`src/rtl/complex_multiplier_axis.sv`:
```
`default_nettype none
// ============================================================================
// Module   : complex_multiplier_axis
// Purpose  : AXI-Stream complex multiplier (a*b or a*conj(b)) with rounding,
//            scaling and overflow flag. Build macro CMULT_SATURATE_EN selects
//            clamping instead of wrap-around on out-of-range results.
// Revision : 1.0 - initial release
// ============================================================================
module complex_multiplier_axis #(
   parameter int OPERAND_WIDTH_A   = 16,
   parameter int OPERAND_WIDTH_B   = 16,
   parameter int OPERAND_WIDTH_OUT = 16,
   parameter int SHIFT             = 15,
   parameter int LATENCY           = 6,
   parameter int ROUND_MODE        = 0
) (
   input  logic                                                  aclk,
   input  logic                                                  aresetn,
   input  logic [((2*OPERAND_WIDTH_A+15)/16)*16-1:0]              s_axis_a_tdata,
   input  logic                                                  s_axis_a_tvalid,
   output logic                                                  s_axis_a_tready,
   input  logic                                                  s_axis_a_tlast,
   input  logic [((2*OPERAND_WIDTH_B+15)/16)*16-1:0]              s_axis_b_tdata,
   input  logic                                                  s_axis_b_tvalid,
   output logic                                                  s_axis_b_tready,
   input  logic                                                  conj_b,
   output logic [((2*OPERAND_WIDTH_OUT+15)/16)*16-1:0]            m_axis_dout_tdata,
   output logic                                                  m_axis_dout_tvalid,
   input  logic                                                  m_axis_dout_tready,
   output logic                                                  m_axis_dout_tlast,
   output logic                                                  m_axis_dout_tuser
);

   localparam int c_dw_a   = ((2*OPERAND_WIDTH_A+15)/16)*16;
   localparam int c_half_a = c_dw_a / 2;
   localparam int c_dw_b   = ((2*OPERAND_WIDTH_B+15)/16)*16;
   localparam int c_half_b = c_dw_b / 2;
   localparam int c_dw_o   = ((2*OPERAND_WIDTH_OUT+15)/16)*16;
   localparam int c_half_o = c_dw_o / 2;
   // One guard bit above the full-precision width absorbs the rounding constant.
   localparam int c_pw     = OPERAND_WIDTH_A + OPERAND_WIDTH_B + 2;
   localparam int c_we     = (c_pw > OPERAND_WIDTH_OUT) ? c_pw : OPERAND_WIDTH_OUT + 1;
   localparam int c_rnd_sh = (SHIFT > 0) ? SHIFT - 1 : 0;
   localparam logic signed [c_pw-1:0] c_rnd =
      (ROUND_MODE == 1 && SHIFT > 0) ? (c_pw'(1) <<< c_rnd_sh) : '0;

   logic                               w_ce;
   logic                               w_accept;
   logic signed [OPERAND_WIDTH_B-1:0]  w_bi_in;
   logic signed [OPERAND_WIDTH_B:0]    w_bi_ext;
   logic signed [OPERAND_WIDTH_B:0]    w_bi_sel;

   logic signed [OPERAND_WIDTH_A-1:0]  r_s1_ar;
   logic signed [OPERAND_WIDTH_A-1:0]  r_s1_ai;
   logic signed [OPERAND_WIDTH_B-1:0]  r_s1_br;
   logic signed [OPERAND_WIDTH_B:0]    r_s1_bi;

   logic signed [c_pw-1:0]             r_s2_rr;
   logic signed [c_pw-1:0]             r_s2_ii;
   logic signed [c_pw-1:0]             r_s2_ir;
   logic signed [c_pw-1:0]             r_s2_ri;

   logic signed [c_pw-1:0]             w_re_sum;
   logic signed [c_pw-1:0]             w_im_sum;
   logic signed [c_pw-1:0]             w_re_sh;
   logic signed [c_pw-1:0]             w_im_sh;
   logic signed [c_pw-1:0]             r_s3_re;
   logic signed [c_pw-1:0]             r_s3_im;

   logic signed [c_pw-1:0]             w_pre_re;
   logic signed [c_pw-1:0]             w_pre_im;
   logic signed [c_we-1:0]             w_re_ext;
   logic signed [c_we-1:0]             w_im_ext;
   logic signed [OPERAND_WIDTH_OUT-1:0] w_re_n;
   logic signed [OPERAND_WIDTH_OUT-1:0] w_im_n;
   logic                               w_re_ovf;
   logic                               w_im_ovf;
   logic signed [c_half_o-1:0]         w_re_x;
   logic signed [c_half_o-1:0]         w_im_x;

   logic [LATENCY-2:0]                 r_vld;
   logic [LATENCY-2:0]                 r_last;
   logic                               r_tvalid;
   logic [c_dw_o-1:0]                  r_tdata;
   logic                               r_tlast;
   logic                               r_tuser;

   assign w_ce            = ~r_tvalid | m_axis_dout_tready;
   assign w_accept        = s_axis_a_tvalid & s_axis_b_tvalid & w_ce;
   assign s_axis_a_tready = w_ce & aresetn;
   assign s_axis_b_tready = w_ce & aresetn;

   // b_i is widened before negation so that conj of the most negative value is exact.
   assign w_bi_in  = s_axis_b_tdata[c_half_b +: OPERAND_WIDTH_B];
   assign w_bi_ext = {w_bi_in[OPERAND_WIDTH_B-1], w_bi_in};
   assign w_bi_sel = conj_b ? -w_bi_ext : w_bi_ext;

   assign w_re_sum = r_s2_rr - r_s2_ii;
   assign w_im_sum = r_s2_ir + r_s2_ri;
   assign w_re_sh  = (w_re_sum + c_rnd) >>> SHIFT;
   assign w_im_sh  = (w_im_sum + c_rnd) >>> SHIFT;

   always_ff @(posedge aclk) begin
      if (w_ce) begin
         r_s1_ar <= s_axis_a_tdata[OPERAND_WIDTH_A-1:0];
         r_s1_ai <= s_axis_a_tdata[c_half_a +: OPERAND_WIDTH_A];
         r_s1_br <= s_axis_b_tdata[OPERAND_WIDTH_B-1:0];
         r_s1_bi <= w_bi_sel;
         r_s2_rr <= c_pw'(r_s1_ar) * c_pw'(r_s1_br);
         r_s2_ii <= c_pw'(r_s1_ai) * c_pw'(r_s1_bi);
         r_s2_ir <= c_pw'(r_s1_ai) * c_pw'(r_s1_br);
         r_s2_ri <= c_pw'(r_s1_ar) * c_pw'(r_s1_bi);
         r_s3_re <= w_re_sh;
         r_s3_im <= w_im_sh;
         r_last  <= {r_last[LATENCY-3:0], s_axis_a_tlast};
      end
   end

   generate
      if (LATENCY > 4) begin : g_dly
         logic signed [c_pw-1:0] r_dly_re [LATENCY-4];
         logic signed [c_pw-1:0] r_dly_im [LATENCY-4];
         always_ff @(posedge aclk) begin
            if (w_ce) begin
               r_dly_re[0] <= r_s3_re;
               r_dly_im[0] <= r_s3_im;
               for (int k = 1; k < LATENCY - 4; k++) begin
                  r_dly_re[k] <= r_dly_re[k-1];
                  r_dly_im[k] <= r_dly_im[k-1];
               end
            end
         end
         assign w_pre_re = r_dly_re[LATENCY-5];
         assign w_pre_im = r_dly_im[LATENCY-5];
      end else begin : g_nodly
         assign w_pre_re = r_s3_re;
         assign w_pre_im = r_s3_im;
      end
   endgenerate

   // Value fits iff every bit from the output sign bit upward agrees.
   function automatic logic [OPERAND_WIDTH_OUT:0] f_narrow(input logic signed [c_we-1:0] v);
      logic [c_we-OPERAND_WIDTH_OUT:0] top;
      logic                            ovf;
      logic [OPERAND_WIDTH_OUT-1:0]    res;
      top = v[c_we-1:OPERAND_WIDTH_OUT-1];
      ovf = ~((&top) | ~(|top));
      res = v[OPERAND_WIDTH_OUT-1:0];
`ifdef CMULT_SATURATE_EN
      if (ovf) begin
         res = v[c_we-1] ? {1'b1, {(OPERAND_WIDTH_OUT-1){1'b0}}}
                         : {1'b0, {(OPERAND_WIDTH_OUT-1){1'b1}}};
      end
`endif
      return {ovf, res};
   endfunction

   assign w_re_ext             = c_we'(w_pre_re);
   assign w_im_ext             = c_we'(w_pre_im);
   assign {w_re_ovf, w_re_n}   = f_narrow(w_re_ext);
   assign {w_im_ovf, w_im_n}   = f_narrow(w_im_ext);
   assign w_re_x               = c_half_o'(w_re_n);
   assign w_im_x               = c_half_o'(w_im_n);

   always_ff @(posedge aclk or negedge aresetn) begin
      if (!aresetn) begin
         r_vld    <= '0;
         r_tvalid <= 1'b0;
         r_tdata  <= '0;
         r_tlast  <= 1'b0;
         r_tuser  <= 1'b0;
      end else if (w_ce) begin
         r_vld    <= {r_vld[LATENCY-3:0], w_accept};
         r_tvalid <= r_vld[LATENCY-2];
         r_tdata  <= {w_im_x, w_re_x};
         r_tlast  <= r_last[LATENCY-2];
         r_tuser  <= w_re_ovf | w_im_ovf;
      end
   end

   assign m_axis_dout_tvalid = r_tvalid;
   assign m_axis_dout_tdata  = r_tdata;
   assign m_axis_dout_tlast  = r_tlast;
   assign m_axis_dout_tuser  = r_tuser;

endmodule
`default_nettype wire
```
`config.mk`:
```
export PLATFORM = sky130hd
export DESIGN_NAME = complex_multiplier_axis
export DESIGN_NICKNAME = d
export VERILOG_FILES = /design/src/rtl/complex_multiplier_axis.sv
export SDC_FILE = /design/constraint.sdc
export NUM_CORES = 2
export LEC_CHECK = 0
export CORE_AREA = 2 2 366 368
export DETAILED_ROUTE_END_ITERATION = 6
export DIE_AREA = 0 0 368 370
export PLACE_DENSITY = 0.69
export RECOVER_POWER = 100
export SKIP_LAST_GASP = 1
export SYNTH_ARGS = -nofsm -noshare
export SYNTH_HDL_FRONTEND = slang
export SYNTH_SLANG_ARGS = --single-unit
```
`constraint.sdc`:
```
create_clock -name aclk -period 9.9 [get_ports aclk]
set_input_delay 1.98 -clock aclk [delete_from_list [all_inputs] [get_ports aclk]]
set_output_delay 1.98 -clock aclk [all_outputs]
set_load 0.02 [all_outputs]
```
==> flow_summary_export.csv <==
group,metric,value,unit
status,status,"finished, violations left",
status,violations,"max-capacitance violations, max-slew violations",
sta,hold_ws,0.413,ns
yosys,syn_nets,6867,
sta,rsz0062_at_grt,"no",
placed_design,place.gp.congestion,0.882,
route,drtIter0Drc,2164,
yosys,synth.area.top_cells,"fa_1 40%, edfxtp_1 18%, ha_1 9.2%, inv_1 8.6%, and2_1 5.8%",
die,io-pin-count,108,
sta,maxSlewHeadroom,-2.06,
die,start_util,0.407,
critical_path,critPathSlowestCell,"clkbuf_1",
clocking,tritoncts,"built",
placed_design,dp.cells,7058,
route,firstDrtPassIters,6,
finish,layout-drive-gt1-share,0.0275,
die,num_rows,134,
placed_design,hpwl,97500,um
critical_path,crit_chain,"clkbuf_1 > nand2_1 > fa_1 > fa_1 > fa_1 > fa_1 > inv_1 > fa_1 > fa_1 > ha_1 > nand2_1 > nor4_1 > nor4_4 > o31ai_2 > a311o_1 > a21oi_1 > o21ai_1 > o41ai_2 > xnor2_1",
clocking,clockBufferDepth,3,
critical_path,max_stage_delay,1.55,ns
run,maxCapViolations,7,
sta,period_minus_slack,8.23,ns
die,core_area,0.132,mm2
yosys,ys_ff_latch,354,
yosys,synth_common_cells,"1238 x inv_1, 1076 x fa_1, 676 x nand2_1",
finish,stdcell_count,7147,
yosys,synth_async_sr_flop_share,0.113,
yosys,synth_edf_count,314,
sta,period_share,0.831,
hold_path,min_path_type,"flip-flop to flip-flop",
sta,slew_viol_final,324,
critical_path,cp.arrival,8.58,ns
clocking,clk_pin_slew,0.06,ns
finish,multiInputGateArea,0.0379,mm2
sta,clock_skew,0.0640,ns
global_route,grt_max_degree,90,
yosys,synth_top_area_cell,"fa_1",
sta,setup_viol,0,
clocking,cts_buffers,46,
global_route,track_usage,0.195,
sta,tightest_slew,4.59,ns
sta,setup_tns,0,ns
global_route,grt_pass1_wl,210000,um
clocking,post_cts_resized,0,
route,wl,125000,um
clocking,cts_setup_buffers,0,
placed_design,portBuffers,107,
route,postRouteAntennaNets,0,
global_route,antenna_found_initial,8,
yosys,synth_most_common_cell,"inv_1",
global_route,grt_pass1_vias,39700,
finish,final_area,0.0583,mm2
yosys,synth.top_cell.area_share,0.400,
critical_path,crit_path_frequent_cell,"fa_1",
yosys,synthesis.area,0.0539,mm2
critical_path,worst-setup-path-type,"flip-flop to flip-flop",
die,die_w,368,um
critical_path,end_kind,"flip-flop",
global_route,globalRouteOverflowTotal,0,
critical_path,cp_max_fo,33,
yosys,synth_area_per_cell,10.1,um2
yosys,ys_types,72,
die,die_h,370,um
yosys,synth_cells,5323,
sta,fmax,122,MHz
clocking,ctsRootBufferMaster,"clkbuf_16",
yosys,yosysSeqAreaShare,0.194,
sta,hold_viol_final,0,
clocking,htree_levels,2,
route,vias_per_cell,5.01,
finish,seq_area,0.0104,mm2
clocking,cts.sinks,354,
route,wl_per_cell,17.5,um
placed_design,dpl_cell_area,0.0569,mm2
critical_path,critPathLaunchType,"flip-flop",
yosys,synth_flop_cell,"edfxtp_1",
clocking,hold_buffers,0,
finish,syn_to_final_growth,8.22,%
finish,num-fill-cells,12500,
finish,layout.nets,6882,
route,num_vias,35800,
critical_path,cp.required,10.26,ns
die,die_area,0.136,mm2
clocking,clkLatencyLatePin,0.66,ns
route,remaining_drc_errors,0,
yosys,yosysWarnings,0,
==> critical path, delay by kind of cell (launching register included) <==
kind | cells | cell delay, ns
adder cells (fa/ha/maj) | 7 | 3.51
buffers and inverters | 2 | 1.61
AO/OA/AOI/OAI | 5 | 1.26
AND/OR/NAND/NOR | 4 | 1.10
flip-flops | 1 | 0.32
XOR/XNOR | 1 | 0.13
==> stage by stage <==
stage	utilization	setup WS, ns
floorplan	-	3.12
global placement	0.430	2.94
detailed placement	0.430	2.80
CTS	0.441	2.83
global route	0.440	1.21
finish	0.440	1.67
==> kinds of logic (layout without fill, tap and decap cells) <==
family | count (synthesis) | in the layout | share of synthesized area
xor gates and xnor gates | 190 | 190 | 0.0309
buffers and inverters | 1447 | 1499 | 0.101
adders and majority gates | 1473 | 1473 | 0.492
DFF | 354 | 354 | 0.194
muxes | 2 | 2 | 0.000372
and+or+nand+nor | 1447 | 1447 | 0.131
other | 0 | 4 | 0
AOI/OAI and AO/OA | 410 | 410 | 0.0510
==> registers in the layout, summed over array words and instances (netlist names) <==
| signal | count |
|---|---|
| m_axis_dout_tvalid | 1 |
| m_axis_dout_tdata | 32 |
| r_s1_bi | 17 |
| r_s2_ri | 33 |
| g_dly.r_dly_im | 38 |
| r_s2_rr | 32 |
| r_s1_br | 16 |
| r_s2_ii | 33 |
| r_last | 5 |
| r_s3_im | 19 |
| r_vld | 5 |
| g_dly.r_dly_re | 38 |
| r_s1_ai | 16 |
| r_s3_re | 19 |
| r_s1_ar | 16 |
| m_axis_dout_tlast | 1 |
| m_axis_dout_tuser | 1 |
| r_s2_ir | 32 |
==> per-layer routing <==
layer | share of wire | vias up | routed length [um] | global-route usage
li1 | - | 16100 | - | -
met1 | 0.41 | 18400 | 50900 | 0.246
met3 | 0.062 | 237 | 7740 | 0.0291
met5 | 0.00030 | - | 38 | 0
met2 | 0.49 | 1029 | 61600 | 0.339
met4 | 0.039 | 6 | 4940 | 0.0685
==> path summary, 6_finish.rpt <==
path                                                           to  slack [ns]                             from  cells after the start
worst max-delay path                        r_s2_ri[32]$_DFFE_PN_        1.67             r_s1_ar[1]$_DFFE_PN_                     19
worst min-delay path              g_dly.r_dly_im[0][46]$_DFFE_PN_        0.41  g_dly.r_dly_im[0][12]$_DFFE_PN_                      0
worst max register to register              r_s2_ri[32]$_DFFE_PN_        1.67             r_s1_ar[1]$_DFFE_PN_                     19
worst min register to register    g_dly.r_dly_im[0][46]$_DFFE_PN_        0.41  g_dly.r_dly_im[0][12]$_DFFE_PN_                      0
max in group asynchronous       m_axis_dout_tdata[29]$_DFFE_PN0N_        6.02                          aresetn                      2
min in group asynchronous        m_axis_dout_tdata[0]$_DFFE_PN0N_        1.29                          aresetn                      1
==> area by class of cell <==
| class | count | area share |
|---|---|---|
| Clock buffer | 55 | 0.0205 |
| Tap cell | 1768 | 0.0379 |
| Inverter | 1238 | 0.0798 |
| Sequential cell | 354 | 0.179 |
| Antenna cell | 4 | 0.000172 |
| Multi-Input combinational cell | 3522 | 0.650 |
| Clock inverter | 30 | 0.00549 |
| Timing Repair Buffer | 176 | 0.0267 |
==> cells in the final DEF (no fill, tap or decap), types with 12 or more instances in the layout <==
cell type        Yosys  routed
edfxtp_1           314     314
nor2_1             114     114
buf_4                1      62
nor2b_1             13      12
inv_1             1238    1237
a31oi_1             15      15
nand2b_1            42      42
and2_1             498     474
xnor2_1            147     147
clkbuf_16            0      46
dfrtp_1             40      40
fa_1              1076    1076
a211oi_1            14      16
nand2_1            676     676
dlygate4sd3_1        0      89
o21ai_0             56      65
o21bai_1            19      19
a21oi_1            118     122
clkdlybuf4s50_1      0      17
nand3_1             28      28
nand4_1             12      12
a21o_1              60      60
nor3_1              20      20
and2_0               0      24
ha_1               397     397
o21a_1              22      22
clkbuf_1           203      15
xor2_1              43      43
Power is left out: the tool's default activity adds up to more than one toggle a clock period on the data nets, which glitch-free logic cannot reach.
